`src/rtl/tvip_axi_channel_buffer.sv`:
```
// Burst-aware FIFO for one AXI valid/ready channel. Store-and-forward mode holds beats until a
// complete burst is stored. It falls back to cut-through when the buffer is full.
module tvip_axi_channel_buffer #(
  parameter int unsigned WIDTH       = 64,
  parameter int unsigned DEPTH       = 4,
  parameter int unsigned PACKET_MODE = 0,
  localparam int unsigned CW         = $clog2(DEPTH) + 1
) (
  input  logic             i_aclk,
  input  logic             i_areset,
  input  logic             i_in_valid,
  output logic             o_in_ready,
  input  logic [WIDTH-1:0] i_in_payload,
  input  logic             i_in_last,
  output logic             o_out_valid,
  input  logic             i_out_ready,
  output logic [WIDTH-1:0] o_out_payload,
  output logic             o_out_last,
  output logic [CW-1:0]    o_count,
  output logic [CW-1:0]    o_packets
);

  localparam int unsigned PW = $clog2(DEPTH);

  logic [WIDTH:0]  r_mem [DEPTH];
  logic [PW-1:0]   r_wptr;
  logic [PW-1:0]   r_rptr;
  logic [CW-1:0]   r_count;
  logic [CW-1:0]   r_packets;

  logic            w_push;
  logic            w_pop;
  logic            w_full;
  logic            w_nonempty;
  logic [WIDTH:0]  w_head;

  // Ready is derived from registered state only, so a pop never opens it in the same cycle.
  always_comb begin
    w_full     = (r_count == CW'(DEPTH));
    w_nonempty = (r_count != '0);
    o_in_ready = !i_areset && !w_full;
    if (PACKET_MODE == 0) begin
      o_out_valid = w_nonempty;
    end else begin
      // A full buffer releases beats even without a complete burst, avoiding deadlock.
      o_out_valid = w_nonempty && ((r_packets != '0) || w_full);
    end
    w_push = i_in_valid && o_in_ready;
    w_pop  = o_out_valid && i_out_ready;
  end

  assign w_head        = r_mem[r_rptr];
  assign o_out_payload = w_head[WIDTH-1:0];
  assign o_out_last    = w_head[WIDTH];
  assign o_count       = r_count;
  assign o_packets     = r_packets;

  always_ff @(posedge i_aclk) begin
    if (w_push) begin
      r_mem[r_wptr] <= {i_in_last, i_in_payload};
    end
  end

  always_ff @(posedge i_aclk) begin
    if (i_areset) begin
      r_wptr    <= '0;
      r_rptr    <= '0;
      r_count   <= '0;
      r_packets <= '0;
    end else begin
      if (w_push) begin
        r_wptr <= r_wptr + PW'(1);
      end
      if (w_pop) begin
        r_rptr <= r_rptr + PW'(1);
      end
      r_count   <= r_count + CW'(w_push) - CW'(w_pop);
      r_packets <= r_packets + CW'(w_push && i_in_last) - CW'(w_pop && o_out_last);
    end
  end

endmodule
```
`config.mk`:
```
export PLATFORM = sky130hd
export DESIGN_NAME = tvip_axi_channel_buffer
export DESIGN_NICKNAME = d
export VERILOG_FILES = /design/src/rtl/tvip_axi_channel_buffer.sv
export SDC_FILE = /design/constraint.sdc
export NUM_CORES = 1
export LEC_CHECK = 0
export BUFFER_PORTS_ARGS = -buffer_cell sky130_fd_sc_hd__buf_2
export CORE_MARGIN = 2
export CORE_UTILIZATION = 61
export CTS_BUF_LIST = sky130_fd_sc_hd__clkbuf_4 sky130_fd_sc_hd__clkbuf_8 sky130_fd_sc_hd__clkbuf_16
export DETAILED_ROUTE_END_ITERATION = 6
export PLACE_DENSITY = 0.86
export SLEW_MARGIN = 20
export SYNTH_ARGS = -nofsm -noshare
export SYNTH_HDL_FRONTEND = slang
export SYNTH_SLANG_ARGS = --single-unit
```
`constraint.sdc`:
```
create_clock -name i_aclk -period 8.8 [get_ports i_aclk]
set_input_delay 0 -clock i_aclk [delete_from_list [all_inputs] [get_ports i_aclk]]
set_output_delay 0 -clock i_aclk [all_outputs]
set_load 0.05 [all_outputs]
```
* Word level (Yosys, flattened, before mapping)
Memory sizes are Yosys's and may differ from the RTL's. A register that Yosys moved wholly into a read port is not among the register bits.
Index checks and enable logic that the tools add are counted.
** Storage, ports and cells
- Register bits :: 10
- Latch bits :: 0
- Memory bits (writable) :: 260
- ROM bits :: 0
- Input bits :: 69
- Output and inout bits :: 73
- Word-level logic and storage cells :: 24
- Memories kept :: 1
** Operators by class
- Add/subtract/negate cells :: 6
- Multipliers :: 0
- Divide/modulo/power cells :: 0
- $lt $le $gt $ge :: 0
- Equality and inequality tests :: 1
- Shifts and indexed selects :: 0
- Muxes and demuxes :: 4
- Bitwise operators :: 0
- Reductions and logical operators :: 8
** Memories
- r_mem :: depth 4, bits a word 65, read ports 1, clocked after memory_dff 1, write ports 1, line 25 : logic [WIDTH:0] r_mem [DEPTH];
** Operator list (number)
- $add A3 B1 Y3 :: 2
- $sub A3 B1 Y3 :: 2
- $logic_and A1 B1 Y1 :: 5
- $add A2 B1 Y2 const B :: 2
- $mux W2 :: 2
- $eq A3 B3 Y1 const B :: 1
- $reduce_bool A3 Y1 :: 1
- $logic_not A1 Y1 :: 2
- $mux W1 :: 2

* Longest topological paths before layout
Gate-level depths: netlist (run 1).
- Depth after elaboration :: 7
- Mapped depth :: 10

* Worst setup path before layout (run 1)
OpenSTA, ideal clock, no wires.
- Path type :: register to register
- From :: register r_count[1], in the netlist o_count[1]
- To :: memory r_mem[0][0] (netlist bit) (enable)
- Library setup time :: 0.430 ns
- Arrival :: 2.778 ns
- Path slack :: 5.592 ns
- Stages on the path, launching flop included :: 4
- Path buffers :: 0
- Clock period less this slack :: 3.208 ns
- Path through :: dfxtp_1 > nor3b_2 > nor3b_4 > and2_1
** On the way
- Word-level cells in the longest chain between the ends :: 6
** RTL lines
- start: declaration :: line 28 : logic [CW-1:0] r_count;
- start signal: assignment :: line 77 : r_count <= r_count + CW'(w_push) - CW'(w_pop);
- $eq A3 B3 Y1 :: line 39 : w_full = (r_count == CW'(DEPTH));
- $logic_not A1 Y1 :: line 41 : o_in_ready = !i_areset && !w_full;
- $logic_and A1 B1 Y1 :: line 41
- $logic_and A1 B1 Y1 :: line 48 : w_push = i_in_valid && o_in_ready;
- $mux W1 :: line 59 : if (w_push) begin
- $mux W1 (implied by the code) :: line 60 : r_mem[r_wptr] <= {i_in_last, i_in_payload};
- end: declaration :: line 25
No other way between the ends.

==> metrics, run 1 <==
Post-DP HPWL 10.2 mm; initial antenna violation count 0; number of distinct library cells after synthesis 25; cells resized by post-CTS repair 0; Mapped Area 10100 um^2; unrepaired setup endpoints after global routing no; I/O Buffers 141; total CTS buffers 26; Yosys Warn Count 0; post-route cell area 12500 um^2; min cycle time layout 2.88 ns; chip width 133 um; Pwr Density 306 nW/um^2; flops & latches, synth 272; Detail Route Antenna Nets 0; Max-cap violations 0; Layout Skew 0.0197 ns; total count of hold-check failures in the final report 0; Highest Signal Layer met4; Clock Latency Late Sink 0.52 ns; die area 17600 um^2; Sw Share 33.2%; leakage power 4.31 nW; endpoints failing setup 0; synth top area cells edfxtp_1 77%, mux4_2 14%, dfxtp_1 2.4%; Worst slew margin 33.9%; Slew @ Worst Pin 0.991 ns; hold crit path type in2reg; Cells after Synth 401; syn nets 480; WP data arrival 3.27 ns; GP Congestion 0.701; worst vdd rail ir drop 0.000226 V; Clock Pin Slew Worst Setup and Hold Paths 0.06 ns; GRT overflow 0; Logic pwr share 28.4%; P&R area growth vs syn 24.0%; H-tree level count 1; synthesized area per cell 25.1 um^2; P_int 2.56 mW; nets@finish 704; CTS sink count 272; Worst setup SP type flop; register area share after synthesis 79.9%; largest net degree at the start of global routing 66; fin crit share 32.7%; Die Height 133 um; Starting DRT DRC Count 315; CTS max path bufs 3; Slew Viols, Final 0; n_diodes 0; Via density 5.55; met1 wire length 7.18 mm; WL met2 10.3 mm; Routed WL 18.8 mm; post-synth top area share 77.5%; Clk pwr share 29.4%; CTS root buf clkbuf_16; outcome completed; Synth area leader edfxtp_1; # IOs 142; vias 4776; DR WL/cell 21.8 um; DRC 0; GRT Total Usage 22.0%; vias in the first global route 5160; Initial Utilization 63.0%; sequential share of power 42.2%; TritonCTS clock tree built; crit path max fanout 65; Cell Area, Placed 10900 um^2; setup TNS 0 ns; Row Count 46; Fillers 869; first-pass iteration count of the detailed router 6; WL met3 864 um; share of cells above drive strength 1 40.2%; Crit. End Element flop; critical path class reg2reg; CP required 9.19 ns; first-pass GRT wire length 29.3 mm; Max Fclk 0.347 GHz; CORE AREA 16000 um^2; P_sw 1.27 mW
==> power by group through the flow <==
stage	Sequential [mW]	Combinational [mW]	Clock, mW
floorplan	1.61	0.907	0
global placement	1.63	1.04	0
CTS	1.62	1.09	1.14
global route	1.63	1.14	1.19
finish	1.62	1.09	1.12
detailed placement	1.65	1.06	0
==> what timing repair did <==
item,in CTS,in global routing
setup buffers,0,0
hold endpoints to repair,272,0
hold buffers,69,0
==> layout make-up <==
type                            count  area [um^2]  area share [%]
Tap cell                          216          270            2.16
Multi-Input combinational cell    106         1840            14.7
Clock buffer                       37          769            6.16
Clock inverter                     11          125            1.00
Timing Repair Buffer              211         1400            11.2
Inverter                            8         30.0           0.240
Sequential cell                   272         8060            64.5
==> synth_stat cells, drive strengths merged <==
| cell | instances |
|---|---|
| edfxtp | 260 |
| mux4 | 65 |
| buf | 14 |
| dfxtp | 12 |
| nor2 | 9 |
| ha | 8 |
| inv | 8 |
| and2 | 4 |
| xor2 | 4 |
| nor2b | 3 |
| fa | 2 |
| nor3b | 2 |
| xnor2 | 2 |
| clkbuf | 1 |
| mux2 | 1 |
| mux2i | 1 |
| nand2 | 1 |
| nand2b | 1 |
| o311ai | 1 |
| o31ai | 1 |
| or3 | 1 |
==> critical path, cell delays in order (launching register included) <==
cell,delay [ns]
dfxtp_4,0.92
mux4_1,0.43
nor2b_1,0.15
ha_1,0.31
inv_1,0.07
ha_1,0.14
inv_1,0.05
fa_1,0.38
xnor2_1,0.16
nor2_1,0.05
==> metal layers <==
layer / track usage [%] / vias up
li1: - / 2144
met1: 27.8 / 2435
met4: 7.29 / 0
met5: 0 / -
met2: 39.6 / 158
met3: 3.52 / 39
==> stage by stage <==
step           hold WS, ns  utilization [%]  worst slack (ns)  std cells  power [mW]
6_report             0.227             78.1              5.92        861        3.82
5_1_grt              0.223             78.1              5.72        861        3.96
4_1_cts              0.212             78.1              5.85        861        3.85
3_5_place_dp         0.219             68.2              5.93        744        2.71
3_3_place_gp         0.209             68.2              5.99        744        2.68
2_1_floorplan       0.0989                -              5.59        401        2.52
==> cells by family (layout without fill, tap and decap cells) <==
logic type,count (synthesis),in the layout,share of synthesized area (%)
adder cells (fa/ha/maj),10,10,1.39
flip-flops,272,272,79.9
buffers and inverters,23,267,1.99
AO/OA/AOI/OAI,2,2,0.161
XOR/XNOR,6,6,0.521
multiplexers,67,67,14.8
AND/OR/NAND/NOR,21,21,1.24
==> flip-flops by register name, indices dropped and copies added, names as in the netlist, named ones only <==
name	count
r_mem	260
o_packets	3
o_count	3
r_rptr	2
r_wptr	2
==> placed cells by master, fill, tap and decap left out, types with 7 or more instances in the layout <==
master,instances
clkbuf_16,27
ha_1,8
mux4_2,62
buf_2,141
dfxtp_1,10
inv_1,8
edfxtp_1,260
dlygate4sd3_1,69
nor2_1,9
clkbuf_4,7
==> path summary, 6_finish.rpt <==
kind | startpoint | endpoint | slack, ns | cells after the start
setup / recovery | flop | o_packets[2] | 5.92 | 9
setup reg to reg | flop | o_packets[2] | 5.92 | 9
hold reg to reg | r_wptr[0] | r_wptr[0] | 0.52 | 1
hold / removal | i_in_payload[22] | r_mem[3][22] | 0.23 | 2
Power figures use the tool's default switching activity.
==> run 2, diff against run 1 <==
--- a/config.mk
+++ b/config.mk
@@ -7,10 +7,10 @@
 export LEC_CHECK = 0
 export BUFFER_PORTS_ARGS = -buffer_cell sky130_fd_sc_hd__buf_2
 export CORE_MARGIN = 2
-export CORE_UTILIZATION = 61
+export CORE_UTILIZATION = 51
 export CTS_BUF_LIST = sky130_fd_sc_hd__clkbuf_4 sky130_fd_sc_hd__clkbuf_8 sky130_fd_sc_hd__clkbuf_16
 export DETAILED_ROUTE_END_ITERATION = 6
-export PLACE_DENSITY = 0.86
+export PLACE_DENSITY = 0.77
 export SLEW_MARGIN = 20
 export SYNTH_ARGS = -nofsm -noshare
 export SYNTH_HDL_FRONTEND = slang
==> constraint.sdc (replaced) <==
create_clock -name i_aclk -period 2.6 [get_ports i_aclk]
set_input_delay 0 -clock i_aclk [delete_from_list [all_inputs] [get_ports i_aclk]]
set_output_delay 0 -clock i_aclk [all_outputs]
set_load 0.05 [all_outputs]
==> metrics, run 2 (same netlist as run 1, synthesis figures left out) <==
Clock Latency Late Sink 0.52 ns (about the same); Initial Utilization 52.0% (-11 points); GRT Total Usage 17.6% (-4.4 points); Layout Skew 0.0125 ns (-0.00722 ns); chip width 145 um (+9.1%); TritonCTS clock tree built; total CTS buffers 27 (+3.8%); initial antenna violation count 0 (unchanged); # IOs 142 (unchanged); GRT overflow 0 (unchanged); hold crit path type in2reg; Cell Area, Placed 11100 um^2 (+1.9%); outcome completed; WP data arrival 2.75 ns (-0.52 ns); CTS sink count 272 (unchanged); worst vdd rail ir drop 0.00119 V (+430%); fin crit share 90.6% (+58 points); Clock Pin Slew Worst Setup and Hold Paths 0.06 ns (about the same); first-pass GRT wire length 27.8 mm (-4.9%); Placement Setup Slack 0.237 ns (-5.70 ns); commonest non-fill, non-tap cell in the layout edfxtp_1; Post-CTS Setup Repair Bufs 0 (unchanged); largest net degree at the start of global routing 65 (-1.5%); vias 4801 (+0.52%); P&R area growth vs syn 26.0%; DP Cell Count 804 (+8.1%); Slew Viols, Final 0 (unchanged); H-tree level count 1 (unchanged); Hold Crit Depth 4 (+2); share of cells above drive strength 1 41.2% (+1.0 points); n_diodes 0 (unchanged); max reg flops 260 (unchanged); Worst R2R Path Depth 9 (unchanged); Post-DP HPWL 10.3 mm (+1.3%); post-route cell area 12700 um^2 (+1.6%); Worst setup SP type flop; Detail Route Antenna Nets 0 (unchanged); first-pass iteration count of the detailed router 4 (-2); Worst slew margin 37.3% (+3.3 points); unrepaired setup endpoints after global routing no; commonest cells after routing, fill and taps aside 260 x edfxtp_1, 141 x buf_2, 67 x dlygate4sd3_1; CTS max path bufs 3 (unchanged); Die Height 145 um (+9.1%); DRC 0 (unchanged); die area 20900 um^2 (+19%); fin cells 921 (+7.0%); CORE AREA 19400 um^2 (+21%); setup ws final 0.245 ns (-5.68 ns); vias in the first global route 5191 (+0.60%); setup TNS 0 ns (unchanged); largest reg by FF count r_mem; Crit. End Element flop; leakage power 4.40 nW (+2.2%); cells resized by post-CTS repair 0 (unchanged); min cycle time layout 2.36 ns (-0.524 ns); Pwr Density 1030 nW/um^2 (+240%); Routed WL 18.1 mm (-3.5%); Max-cap violations 0 (unchanged); CTS root buf clkbuf_16; nets@finish 714 (+1.4%); Max Fclk 0.425 GHz (+22%); Slew @ Worst Pin 0.941 ns (-0.0501 ns); Via density 5.21 (-6.0%); total count of hold-check failures in the final report 0 (unchanged); critical path class reg2reg; I/O Buffers 141 (unchanged); Hold WS 0.0589 ns (-0.168 ns); Power Total 13.0 mW (+240%); Core Util, Final 65.5% (-13 points); DR WL/cell 19.7 um (-9.8%); GP Congestion 0.712 (+1.7%); crit path max fanout 2 (-97%); endpoints failing setup 0 (unchanged); Row Count 51 (+11%); Starting DRT DRC Count 226 (-28%); CP required 3.00 ns (-6.19 ns)
==> run 2: changes by cell type in the layout (fill, tap and decap cells not counted) <==
cell | before | now
buf_12 | 0 | 5
buf_4 | 1 | 7
bufinv_16 | 2 | 3
clkbuf_4 | 7 | 5
clkbuf_8 | 3 | 4
clkinv_1 | 1 | 3
clkinv_2 | 1 | 7
clkinv_4 | 2 | 0
clkinvlp_4 | 4 | 0
dlygate4sd3_1 | 69 | 67
==> run 2: layout make-up <==
| cell class | count | area (um^2) |
|---|---|---|
| tap | 265 | 332 |
| timing repair buffer | 220 | 1530 |
| multi-input combinational | 106 | 1840 |
| clock buffer | 36 | 768 |
| clock inverter | 14 | 145 |
| sequential | 272 | 8060 |
| fill | 1322 | 6700 |
| inverter | 8 | 30.0 |
==> run 2: final timing paths <==
check                   from      endpoint  slack [ns]
hold reg to reg    r_wptr[0]     r_wptr[0]        0.52
hold / removal    i_in_valid     r_wptr[0]        0.06
setup reg to reg        flop  o_packets[2]        0.24
setup / recovery        flop  o_packets[2]        0.24
==> run 2: repair_timing <==
item,CTS,global route
setup endpoints to repair,0,0
hold endpoints to repair,272,0
hold buffers,67,0
==> run 2: per-layer routing <==
layer / vias to the layer above / global-route usage, % / part of all wire, % / wire, um
met5: - / 0 / 0 / 0
met4: 0 / 4.09 / 1.4 / 247
met3: 20 / 3.41 / 5.5 / 1000
met2: 140 / 30.0 / 51 / 9310
met1: 2481 / 23.8 / 42 / 7570
li1: 2160 / - / - / -
==> run 2: critical path, stage by stage (launching register included) <==
cell and delay [ns]:
dfxtp_4 0.36, mux4_1 0.57, nor2b_1 0.16, ha_1 0.31, inv_1 0.06, ha_1 0.13, inv_1 0.05, fa_1 0.37
xnor2_1 0.18, nor2_1 0.06
==> run 2: where the power goes <==
part / switching, mW / leakage (nW) / internal [mW]
Clock: 1.52 / 0.463 / 2.37
Combinational: 2.63 / 1.48 / 1.26
Sequential: 0.122 / 2.46 / 5.16
Total: 4.27 / 4.40 / 8.78
==> run 3, diff against run 2 <==
--- a/config.mk
+++ b/config.mk
@@ -6,11 +6,13 @@
 export NUM_CORES = 1
 export LEC_CHECK = 0
 export BUFFER_PORTS_ARGS = -buffer_cell sky130_fd_sc_hd__buf_2
+export CORE_ASPECT_RATIO = 0.5
 export CORE_MARGIN = 2
 export CORE_UTILIZATION = 51
 export CTS_BUF_LIST = sky130_fd_sc_hd__clkbuf_4 sky130_fd_sc_hd__clkbuf_8 sky130_fd_sc_hd__clkbuf_16
 export DETAILED_ROUTE_END_ITERATION = 6
 export PLACE_DENSITY = 0.77
+export SKIP_CTS_REPAIR_TIMING = 1
 export SLEW_MARGIN = 20
 export SYNTH_ARGS = -nofsm -noshare
 export SYNTH_HDL_FRONTEND = slang
==> metrics, run 3 (same netlist as run 1, synthesis figures left out) <==
Slew @ Worst Pin 0.958 ns (+0.0167 ns); vias 4735 (-1.4%); GRT Total Usage 15.7% (-1.9 points); crit-path max cell delay 0.61 ns (+0.04 ns); CTS root buf clkbuf_16; leakage power 4.29 nW (-2.5%); Worst path depth 9 (unchanged); CP Cell Sequence mux4_1 > nor2b_1 > ha_1 > inv_1 > ha_1 > inv_1 > fa_1 > xnor2_1 > nor2_1; Layout Skew 0.0128 ns (+0.000383 ns); setup TNS 0 ns (unchanged); commonest non-fill, non-tap cell in the layout edfxtp_1; first-pass iteration count of the detailed router 4 (unchanged); Power Total 12.5 mW (-4.6%); TritonCTS clock tree built; Hold WS 0.0505 ns (-0.00843 ns); Max Fclk 0.412 GHz (-3.0%); Core Util, Final 64.4% (-1.1 points); first-pass GRT wire length 24.8 mm (-11%); Post-DP HPWL 9.63 mm (-6.7%); max reg flops 260 (unchanged); hold crit path type in2reg; nets@finish 708 (-0.84%); CTS max path bufs 3 (unchanged); Fillers 1313 (-0.68%); Placement Setup Slack 0.179 ns (-0.0582 ns); Worst setup SP type flop; Max-cap violations 0 (unchanged); chip width 203 um (+40%); critical path's top delay family adder cells; H-tree level count 1 (unchanged); register area 8060 um^2 (unchanged); Clk pwr share 26.7% (-3.1 points); unrepaired setup endpoints after global routing no; Via density 5.20 (-0.29%); Bufs and invs on worst path 2 (unchanged); crit path max fanout 7 (+5); worst vdd rail ir drop 0.000748 V (-37%); Clock Pin Slew Worst Setup and Hold Paths 0.07 ns (about the same); outcome completed; I/O Buffers 141 (unchanged); sequential share of power 42.4% (+2.0 points); total count of hold-check failures in the final report 0 (unchanged); Worst slew margin 36.1% (-1.1 points); Clock Latency Late Sink 0.50 ns (-0.02 ns); WP data arrival 2.80 ns (+0.05 ns); CP required 2.97 ns (-0.03 ns); GRT overflow 0 (unchanged); Routed WL 17.5 mm (-3.2%); share of cells above drive strength 1 39.8% (-1.3 points); Slowest cell on crit path mux4_1; Slew Viols, Final 0 (unchanged); P_int 8.29 mW (-5.7%); Starting DRT DRC Count 215 (-4.9%); CORE AREA 19400 um^2 (about the same); Sw Share 33.5% (+0.78 points); min cycle time layout 2.43 ns (+0.0729 ns); initial antenna violation count 0 (unchanged); Pwr Density 996 nW/um^2 (-3.1%); P&R area growth vs syn 24.1%; Row Count 36 (-29%); total CTS buffers 23 (-15%); Detail Route Antenna Nets 0 (unchanged); CTS sink count 272 (unchanged); setup ws final 0.172 ns (-0.0729 ns); P_sw 4.17 mW (-2.3%); n_diodes 0 (unchanged); endpoints failing setup 0 (unchanged); Hold Crit Depth 4 (unchanged); Worst R2R Path Depth 9 (unchanged); largest net degree at the start of global routing 66 (+1.5%); commonest cells after routing, fill and taps aside 260 x edfxtp_1, 141 x buf_2, 68 x dlygate4sd3_1; GP Congestion 0.672 (-5.7%); Crit. End Element flop; die area 21000 um^2 (+0.33%); vias in the first global route 4503 (-13%); DR WL/cell 19.3 um (-2.1%); Initial Utilization 51.9% (about the same); largest reg by FF count r_mem; Logic pwr share 30.9% (+1.1 points); # IOs 142 (unchanged); Multi-input gate area 1840 um^2 (unchanged); fin crit share 93.4% (+2.8 points); critical path class reg2reg; DRC 0 (unchanged); Die Height 103 um (-28%)
## run 3: final cells by class
class / instances / area share [%]
flip-flops and latches: 272 / 64.4
multi-input cells: 106 / 14.7
repair buffers: 218 / 12.1
clock buffers: 28 / 4.90
well taps: 266 / 2.66
clock inverters: 13 / 0.931
inverters: 8 / 0.240
## run 3: worst paths after layout
kind	start	to	slack, ns
max	flop	o_packets[2]	0.17
min	i_in_valid	r_wptr[0]	0.05
max reg2reg	flop	o_packets[2]	0.17
min reg2reg	r_wptr[0]	r_wptr[0]	0.52
## run 3: per-stage QoR
| step | std cells | instance area [um^2] |
|---|---|---|
| 2_1_floorplan | 401 | 10100 |
| 3_3_place_gp | 802 | 11100 |
| 3_5_place_dp | 802 | 11100 |
| 4_1_cts | 843 | 11800 |
| 5_1_grt | 911 | 12500 |
| 6_report | 911 | 12500 |
## run 3: worst reg2reg max path, delay by kind of cell (launching register included)
kind	cells	cell delay (ns)
DFF	1	0.41
buffers and inverters	2	0.11
and+or+nand+nor	2	0.22
adders and majority gates	3	0.80
muxes	1	0.62
xor gates and xnor gates	1	0.16
## run 3: power by group through the flow
stage / combinational [mW] / clock, mW / sequential, mW
2_1_floorplan: 3.07 / 0 / 5.45
3_3_place_gp: 3.79 / 0 / 5.36
4_1_cts: 3.81 / 3.40 / 5.29
6_report: 3.85 / 3.32 / 5.29
5_1_grt: 4.06 / 3.57 / 5.32
3_5_place_dp: 3.80 / 0 / 5.38
## run 3: layer usage
layer	wire, um	up-vias	global-route usage (%)
li1	-	2148	-
met1	7640	2455	21.0
met2	8840	102	26.5
met3	725	30	3.35
met4	344	0	5.50
met5	0	-	0
